`src/rtl/uart_tx_fifo.sv`:
```
// uart_tx_fifo: UART transmitter fed by a small word FIFO.
//
// Words pushed into the FIFO are serialised onto tx as
// start / DATA_BITS data (LSB first) / optional parity / STOP_BITS stop.
// Frames are sent back-to-back, with no idle gap, while the FIFO holds data.
//
// Ports:
//   clk       system clock
//   reset     synchronous, active-high reset
//   wr_en     push request (ignored and flagged as overflow while full)
//   wr_data   word to transmit
//   full      FIFO holds FIFO_DEPTH entries (registered)
//   count     FIFO occupancy
//   overflow  one-cycle pulse after a dropped push
//   busy      a frame is on the line
//   tx        serial output, idles high
module uart_tx_fifo #(
  parameter int CLKS_PER_BIT = 217,
  parameter int DATA_BITS    = 8,
  parameter int PARITY       = 0,
  parameter int STOP_BITS    = 1,
  parameter int FIFO_DEPTH   = 4
) (
  input  logic                          clk,
  input  logic                          reset,
  input  logic                          wr_en,
  input  logic [DATA_BITS-1:0]          wr_data,
  output logic                          full,
  output logic [$clog2(FIFO_DEPTH):0]   count,
  output logic                          overflow,
  output logic                          busy,
  output logic                          tx
);

  localparam int AW = $clog2(FIFO_DEPTH);
  localparam int TW = $clog2(CLKS_PER_BIT);
  localparam int IW = $clog2(DATA_BITS);

  localparam logic [AW:0]   FULL_CNT  = (AW+1)'(FIFO_DEPTH);
  localparam logic [TW-1:0] TIMER_END = TW'(CLKS_PER_BIT - 1);
  localparam logic [IW-1:0] LAST_DATA = IW'(DATA_BITS - 1);
  localparam logic [IW-1:0] LAST_STOP = IW'(STOP_BITS - 1);

  typedef enum logic [2:0] {
    S_IDLE,
    S_START,
    S_DATA,
    S_PAR,
    S_STOP
  } state_t;

  // ---------------------------------------------------------------- FIFO
  logic [DATA_BITS-1:0] mem [FIFO_DEPTH];
  logic [AW-1:0]        wr_ptr;
  logic [AW-1:0]        rd_ptr;
  logic [AW:0]          count_n;
  logic                 push;
  logic                 pop;
  logic [DATA_BITS-1:0] head;

  assign push = wr_en && !full;
  assign head = mem[rd_ptr];

  always_comb begin
    count_n = count;
    case ({push, pop})
      2'b10:   count_n = count + 1'b1;
      2'b01:   count_n = count - 1'b1;
      default: count_n = count;
    endcase
  end

  // Storage needs no reset; only pointers and flags are cleared.
  always_ff @(posedge clk) begin
    if (push) mem[wr_ptr] <= wr_data;
  end

  // full is registered, so a push that meets full is dropped even when a
  // pop frees an entry on the same edge.
  always_ff @(posedge clk) begin
    if (reset) begin
      wr_ptr   <= '0;
      rd_ptr   <= '0;
      count    <= '0;
      full     <= 1'b0;
      overflow <= 1'b0;
    end else begin
      overflow <= wr_en && full;
      if (push) wr_ptr <= wr_ptr + 1'b1;
      if (pop)  rd_ptr <= rd_ptr + 1'b1;
      count    <= count_n;
      full     <= (count_n == FULL_CNT);
    end
  end

  // ---------------------------------------------------------------- FSM
  state_t               state;
  state_t               state_n;
  logic [TW-1:0]        timer;
  logic [IW-1:0]        bit_idx;
  logic [DATA_BITS-1:0] shreg;
  logic                 par_bit;
  logic                 timer_end;
  logic                 tx_n;
  logic                 busy_n;

  assign timer_end = (timer == TIMER_END);

  // tx and busy are registered from the current state, so the line follows
  // the state by one clock: pop at edge N+1 puts the start bit out at N+2.
  always_comb begin
    state_n = state;
    pop     = 1'b0;
    tx_n    = 1'b1;
    busy_n  = 1'b1;
    case (state)
      S_IDLE: begin
        busy_n = 1'b0;
        if (count != '0) begin
          pop     = 1'b1;
          state_n = S_START;
        end
      end
      S_START: begin
        tx_n = 1'b0;
        if (timer_end) state_n = S_DATA;
      end
      S_DATA: begin
        tx_n = shreg[0];
        if (timer_end && (bit_idx == LAST_DATA))
          state_n = (PARITY != 0) ? S_PAR : S_STOP;
      end
      S_PAR: begin
        tx_n = par_bit;
        if (timer_end) state_n = S_STOP;
      end
      S_STOP: begin
        if (timer_end && (bit_idx == LAST_STOP)) begin
          if (count != '0) begin
            pop     = 1'b1;
            state_n = S_START;
          end else begin
            state_n = S_IDLE;
          end
        end
      end
      default: state_n = S_IDLE;
    endcase
  end

  always_ff @(posedge clk) begin
    if (reset) begin
      state   <= S_IDLE;
      tx      <= 1'b1;
      busy    <= 1'b0;
      timer   <= '0;
      bit_idx <= '0;
    end else begin
      state <= state_n;
      tx    <= tx_n;
      busy  <= busy_n;
      if ((state == S_IDLE) || timer_end) timer <= '0;
      else                                timer <= timer + 1'b1;
      // bit_idx counts data bits in DATA and stop bits in STOP.
      if (state_n != state) bit_idx <= '0;
      else if (timer_end)   bit_idx <= bit_idx + 1'b1;
    end
  end

  // Word and parity are latched at pop, isolating the frame from later writes.
  always_ff @(posedge clk) begin
    if (pop) begin
      shreg   <= head;
      par_bit <= (PARITY == 1) ? ~^head : ^head;
    end else if ((state == S_DATA) && timer_end) begin
      shreg <= shreg >> 1;
    end
  end

endmodule

```
`config.mk`:
```
export PLATFORM = sky130hd
export DESIGN_NAME = uart_tx_fifo
export DESIGN_NICKNAME = d
export VERILOG_FILES = /design/src/rtl/uart_tx_fifo.sv
export SDC_FILE = /design/constraint.sdc
export NUM_CORES = 1
export LEC_CHECK = 0
export BUFFER_PORTS_ARGS = -buffer_cell sky130_fd_sc_hd__buf_2
export CORE_ASPECT_RATIO = 0.5
export CORE_MARGIN = 1.5
export CORE_UTILIZATION = 59
export DETAILED_ROUTE_END_ITERATION = 7
export GPL_TIMING_DRIVEN = 0
export PLACE_DENSITY = 0.85
export SLEW_MARGIN = 20
export SYNTH_ARGS = -nofsm -noshare
export SYNTH_HDL_FRONTEND = slang
export SYNTH_SLANG_ARGS = --single-unit
```
`constraint.sdc`:
```
create_clock -name clk -period 3.5 [get_ports clk]
set_input_delay 0.35 -clock clk [delete_from_list [all_inputs] [get_ports clk]]
set_output_delay 0.35 -clock clk [all_outputs]
set_load 0.01 [all_outputs]
```
==> qor.yml, run 1 <==
grt:
  grt_pass1_wl_mm: 7.87
  grt_use_total_pct: 20.8
  globalRouteMet2Util_pct: 35.0
  use_met3_pct: 9.38
  grt_overflow: 0
  grt_max_degree: 13
  grtUsageMet1_pct: 23.5
  grt_busiest_layer: "met2"
  grt_pass1_vias: 1708
  grt_antenna_before_repair: 0
sta:
  drv_slew: 0
  max_slew_margin_pct: 50.7
  fin_skew_ns: 0.00767
  rsz0062_at_grt: "false"
  finalSetupTns_ns: 0
  period_minus_slack_ns: 3.04
  fmax_mhz: 329
  hold_violations: 0
  tightest_slew_ns: 0.735
  setup_viol: 0
  fin_crit_sh_pct: 86.9
  holdWs_ns: 0.215
floorplanning:
  die_area_sq_um: 5450
  start_util_pct: 64.1
  num_rows: 17
  fp.dieW_um: 103
  io_pins: 18
  core_region_area_sq_um: 4590
  chipHeight_um: 53.0
worst_setup_path:
  end_kind: "register"
  r2r_slack_ns: 0.46
  cp.arrival_ns: 3.32
  worstSetupStartpointType: "register"
  crit_type: "register to register"
  crit_required_ns: 3.78
  crit_fanout: 10
route:
  vias_per_cell: 5.60
  vias: 1769
  drt_pass1_iterations: 4
  postRouteAntennaNets: 0
  drtIter0Drc: 82
  routedWlPerCell_um: 15.6
  wirelength_mm: 4.93
  drc: 0
clocking:
  clock_tree.root_cell: "clkbuf_8"
  tritoncts: "done"
  clock_path_buffers: 2
  cts_hold_buf: 0
  clk_latency_ns: 0.35
  htreeDepth: 3
  cts.sinks: 68
  cts_setup_buffers: 0
  clkSlewWorstSetupHoldPaths_ns: 0.07
  cts_made_buffers: 9
  cts-resized-gates: 0
logic_synthesis:
  postSynthAreaPerCell_sq_um: 13.6
  netlist_area_sq_um: 2950
  synth_seq_cells: 68
  synth_cell_types: 40
  synth_common_cells: "edfxtp_1, dfxtp_1, nor2_1, inv_1, ha_1"
  synth_top_area_share_pct: 41.8
  ys.flop_type: "edfxtp_1"
  synth_edf_count: 41
  synth.most_common_cell: "edfxtp_1"
  seq_area_frac_synth_pct: 60.1
  synth_nets: 239
  synth-warning-count: 0
  synthArstFlopShare_pct: 0
  netlist_instances: 217
  yosysTopAreaCell: "edfxtp_1"
  yosys-top-cells-area: "edfxtp_1, dfxtp_1, mux4_2, ha_1, nor2_1"
finish:
  syn_to_final_growth_pct: 14.0
  drive_gt1_share_pct: 23.2
  nets: 267
  num_antenna_cells: 0
power_and_ir_drop:
  ir_worst_vdd_uv: 388
  internal_power_mw: 1.93
  seqPwrFrac_pct: 41.3
  p_sw_uw: 775
  clkPwrFrac_pct: 28.1
  power_frac_comb_pct: 30.6
  sw_frac_of_total_pct: 28.6
  power.density_nw_per_um2: 806
  p_leak_nw: 1.25
  power_mw: 2.71
placement:
  gp_congestion: 0.813
  place_hpwl_mm: 3.34
  port_buffers: 17
hold_path:
  hold_class: "input port to register"
run:
  maxCapViolCount: 0
outcome:
  status: "completed"
==> registers in the layout, indices dropped and copies added, names as in the netlist, 2 cells and up, named ones only <==
| name | count |
|---|---|
| wr_ptr | 2 |
| shreg | 8 |
| timer | 8 |
| mem | 32 |
| state | 3 |
| rd_ptr | 2 |
| bit_idx | 3 |
| count | 3 |
==> power by group through the flow <==
| stage | combinational, mW | sequential (mW) | clock [mW] |
|---|---|---|---|
| CTS | 0.826 | 1.12 | 0.774 |
| finish | 0.828 | 1.12 | 0.762 |
| global route | 0.910 | 1.13 | 0.809 |
| global placement | 0.781 | 1.12 | 0 |
| floorplan | 0.649 | 1.13 | 0 |
| detailed placement | 0.823 | 1.13 | 0 |
==> stage by stage <==
| step | worst slack [ns] | instance area [sq um] | instances | util [%] |
|---|---|---|---|---|
| final | 0.459 | 3360 | 316 | 73.1 |
| after global routing | 0.269 | 3360 | 316 | 73.1 |
| after CTS | 0.475 | 3350 | 316 | 73.0 |
| after detailed placement | 0.499 | 3110 | 300 | 67.8 |
| after global placement | 0.581 | 3110 | 300 | 67.8 |
| after floorplan | 0.750 | 2950 | 217 | - |
==> cell families after synthesis <==
| kind of cell | Yosys count | share of synthesized area [%] |
|---|---|---|
| simple gates | 57 | 10.1 |
| mux | 18 | 9.94 |
| fa+ha+maj | 11 | 4.93 |
| flops | 68 | 60.1 |
| xor+xnor | 17 | 5.56 |
| buf+inv | 20 | 3.40 |
| compound gates | 26 | 5.99 |
==> critical path, cell delays in order, from the launching register on <==
cell and delay (ns):
dfxtp_1 0.42, inv_1 0.07, ha_1 0.19, and3_1 0.14, buf_2 0.16, a31oi_4 0.25
nand2b_1 0.16, buf_6 0.15, inv_1 0.09, ha_1 0.22, fa_1 0.38, xnor2_1 0.14
or3_1 0.30, a21oi_1 0.17, nor2b_1 0.14
==> layer usage <==
metal / part of all wire, % / vias up
met5: 0 / -
met4: 1.4 / 0
met3: 5.4 / 8
met2: 49 / 49
met1: 44 / 870
li1: - / 842
==> worst paths after layout <==
| check | start | to | cells after the start |
|---|---|---|---|
| min | reset | busy | 2 |
| min reg2reg | timer[0] | timer[0] | 1 |
| max | timer[0] | full | 14 |
| max reg2reg | timer[0] | full | 14 |
==> cell type report <==
type,instances,area [sq um]
sequential,68,1770
fill,292,1240
multi-input combinational,129,1080
clock buffer,9,124
clock inverter,7,115
timing repair buffer,17,85.1
tap,66,82.6
buffer,9,58.8
inverter,11,41.3
==> cell usage in the layout, fill, tap and decap left out, drive strengths merged, types with 7 or more instances in the layout <==
| cell | instances |
|---|---|
| edfxtp | 41 |
| dfxtp | 27 |
| buf | 21 |
| nor2 | 19 |
| clkbuf | 14 |
| inv | 11 |
| ha | 10 |
| xnor2 | 10 |
| a21oi | 9 |
| mux4 | 8 |
| xor2 | 7 |
| nand3 | 7 |
| mux2 | 7 |
No activity file was read; power rests on OpenSTA's default activity.
==> run 2: changes to the inputs <==
--- a/config.mk
+++ b/config.mk
@@ -11,7 +11,7 @@
 export CORE_UTILIZATION = 59
 export DETAILED_ROUTE_END_ITERATION = 7
 export GPL_TIMING_DRIVEN = 0
-export PLACE_DENSITY = 0.85
+export PLACE_DENSITY = 0.78
 export SLEW_MARGIN = 20
 export SYNTH_ARGS = -nofsm -noshare
 export SYNTH_HDL_FRONTEND = slang
==> qor.yml, run 2 (same netlist as run 1, synthesis figures left out) <==
route:
  wirelength_mm: 4.92  # -0.14%
  routedWlPerCell_um: 15.6  # -0.14%
  vias: 1687  # -4.6%
  drc: 0  # unchanged
  vias_per_cell: 5.34  # -4.6%
  drt_pass1_iterations: 4  # unchanged
  postRouteAntennaNets: 0  # unchanged
  drtIter0Drc: 82  # unchanged
worst_setup_path:
  cp-startpoint: "timer[0]"
  crit_type: "register to register"
  crit_required_ns: 3.78  # about the same
  r2r-start: "timer[0]"
  reg2reg_to: "full"
  crit_fanout: 10  # unchanged
  r2r_cells: 14  # unchanged
  r2r_slack_ns: 0.33  # -0.13 ns
  cp.arrival_ns: 3.46  # +0.14 ns
  worstSetupStartpointType: "register"
  end_kind: "register"
sta:
  period_minus_slack_ns: 3.17  # +0.131 ns
  hold_violations: 0  # unchanged
  max_slew_margin_pct: 47.4  # -3.3 points
  fin_skew_ns: 0.00964  # +0.00197 ns
  drv_slew: 0  # unchanged
  tightest_slew_ns: 0.784  # +0.0498 ns
  finalSetupTns_ns: 0  # unchanged
  fin_crit_sh_pct: 90.6  # +3.8 points
  rsz0062_at_grt: "false"
  fmax_mhz: 315  # -4.1%
  setup_viol: 0  # unchanged
grt:
  use_met3_pct: 8.98  # -0.40 points
  grt_use_total_pct: 21.4  # +0.60 points
  grt_overflow: 0  # unchanged
  grt_busiest_layer: "met2"
  globalRouteMet2Util_pct: 34.8  # -0.22 points
  grt_pass1_vias: 1670  # -2.2%
  grt_max_degree: 14  # +1
  grt_antenna_before_repair: 0  # unchanged
  grtUsageMet1_pct: 25.8  # +2.3 points
  grt_pass1_wl_mm: 8.02  # +1.9%
clocking:
  cts_made_buffers: 9  # unchanged
  cts_hold_buf: 0  # unchanged
  clock_tree.root_cell: "clkbuf_8"
  cts-resized-gates: 0  # unchanged
  htreeDepth: 3  # unchanged
  cts_setup_buffers: 0  # unchanged
  clkSlewWorstSetupHoldPaths_ns: 0.08  # about the same
  clk_latency_ns: 0.35  # about the same
  tritoncts: "done"
  cts.sinks: 68  # unchanged
  clock_path_buffers: 2  # unchanged
placement:
  place_hpwl_mm: 3.37  # +0.84%
  gp_congestion: 0.790  # -2.8%
  port_buffers: 17  # unchanged
  placed_area_sq_um: 3110  # unchanged
power_and_ir_drop:
  power_mw: 2.66  # -1.7%
  power.density_nw_per_um2: 796  # -1.2%
  ir_worst_vdd_uv: 425  # +9.6%
  p_leak_nw: 1.24  # -0.56%
hold_path:
  min_delay_path_depth: 1  # -1
  min_to: "mem[3][7]"
  hold_class: "input port to register"
  hp-start: "wr_data[7]"
floorplanning:
  start_util_pct: 64.1  # unchanged
  core_region_area_sq_um: 4590  # unchanged
  io_pins: 18  # unchanged
  chipHeight_um: 53.0  # unchanged
  die_area_sq_um: 5450  # unchanged
  fp.dieW_um: 103  # unchanged
  num_rows: 17  # unchanged
finish:
  largest_register: "mem"
  final_common_cell: "edfxtp_1"
  largest_reg_flops: 32  # unchanged
  syn_to_final_growth_pct: 13.4
  layout_common_cells: "edfxtp_1, dfxtp_1, nor2_1"
  drive_gt1_share_pct: 23.6  # +0.40 points
  finalInstanceArea_sq_um: 3340  # -0.48%
  fillers: 318  # +8.9%
  final_util_pct: 72.7  # -0.35 points
  nets: 267  # unchanged
  num_antenna_cells: 0  # unchanged
  largestRegisters: "mem: 32 flops, shreg: 8 flops, timer: 8 flops"
outcome:
  status: "completed"
run:
  maxCapViolCount: 0  # unchanged
==> run 2: cell types whose count changed in the layout (fill, tap and decap cells not counted) <==
| cell | previous run | this run |
|---|---|---|
| clkinv_1 | 1 | 0 |
| inv_6 | 0 | 1 |
| clkinv_4 | 1 | 2 |
| bufinv_16 | 3 | 2 |
==> run 2: worst max-delay path, cell delays in order (launching register included) <==
cell,delay (ns)
dfxtp_1,0.44
inv_1,0.07
ha_1,0.18
and3_1,0.14
buf_2,0.17
a31oi_4,0.26
nand2b_1,0.17
buf_6,0.16
inv_1,0.08
ha_1,0.23
fa_1,0.41
xnor2_1,0.16
or3_1,0.31
a21oi_1,0.19
nor2b_1,0.15
==> run 2: layout make-up <==
cell class / instances / area (sq um) / share of cell area [%]
buffer: 9 / 58.8 / 1.76
clock buffer: 9 / 124 / 3.71
clock inverter: 7 / 98.8 / 2.96
inverter: 11 / 41.3 / 1.24
multi-input combinational: 129 / 1080 / 32.3
sequential: 68 / 1770 / 53.0
tap: 66 / 82.6 / 2.47
timing repair buffer: 17 / 85.1 / 2.55
==> run 2: report_power, final <==
group | internal [mW] | leakage, nW | switching, mW
logic | 0.410 | 0.532 | 0.423
clock network | 0.404 | 0.110 | 0.306
registers | 1.05 | 0.599 | 0.0638
==> run 2: how the worst max path moves through the flow <==
| stage | to | depth (start not counted) | slack (ns) |
|---|---|---|---|
| after floorplan | full | 14 | 0.75 |
| after global placement | full | 14 | 0.56 |
| after detailed placement | full | 14 | 0.38 |
| after CTS | full | 14 | 0.36 |
| after global routing | full | 14 | 0.11 |
| final | full | 14 | 0.33 |
==> run 2: per-layer routing <==
metal  vias up  part of all wire [%]
li1        832                     -
met1       812                    47
met2        35                    46
met3         8                   5.2
met4         0                   1.2
met5         -                     0
==> run 2: metrics by stage <==
stage / setup slack, ns / hold slack (ns) / std cells
finish: 0.327 / 0.214 / 316
global placement: 0.556 / 0.472 / 300
global route: 0.112 / 0.198 / 316
detailed placement: 0.380 / 0.497 / 300
floorplan: 0.750 / 0.438 / 217
CTS: 0.361 / 0.197 / 316
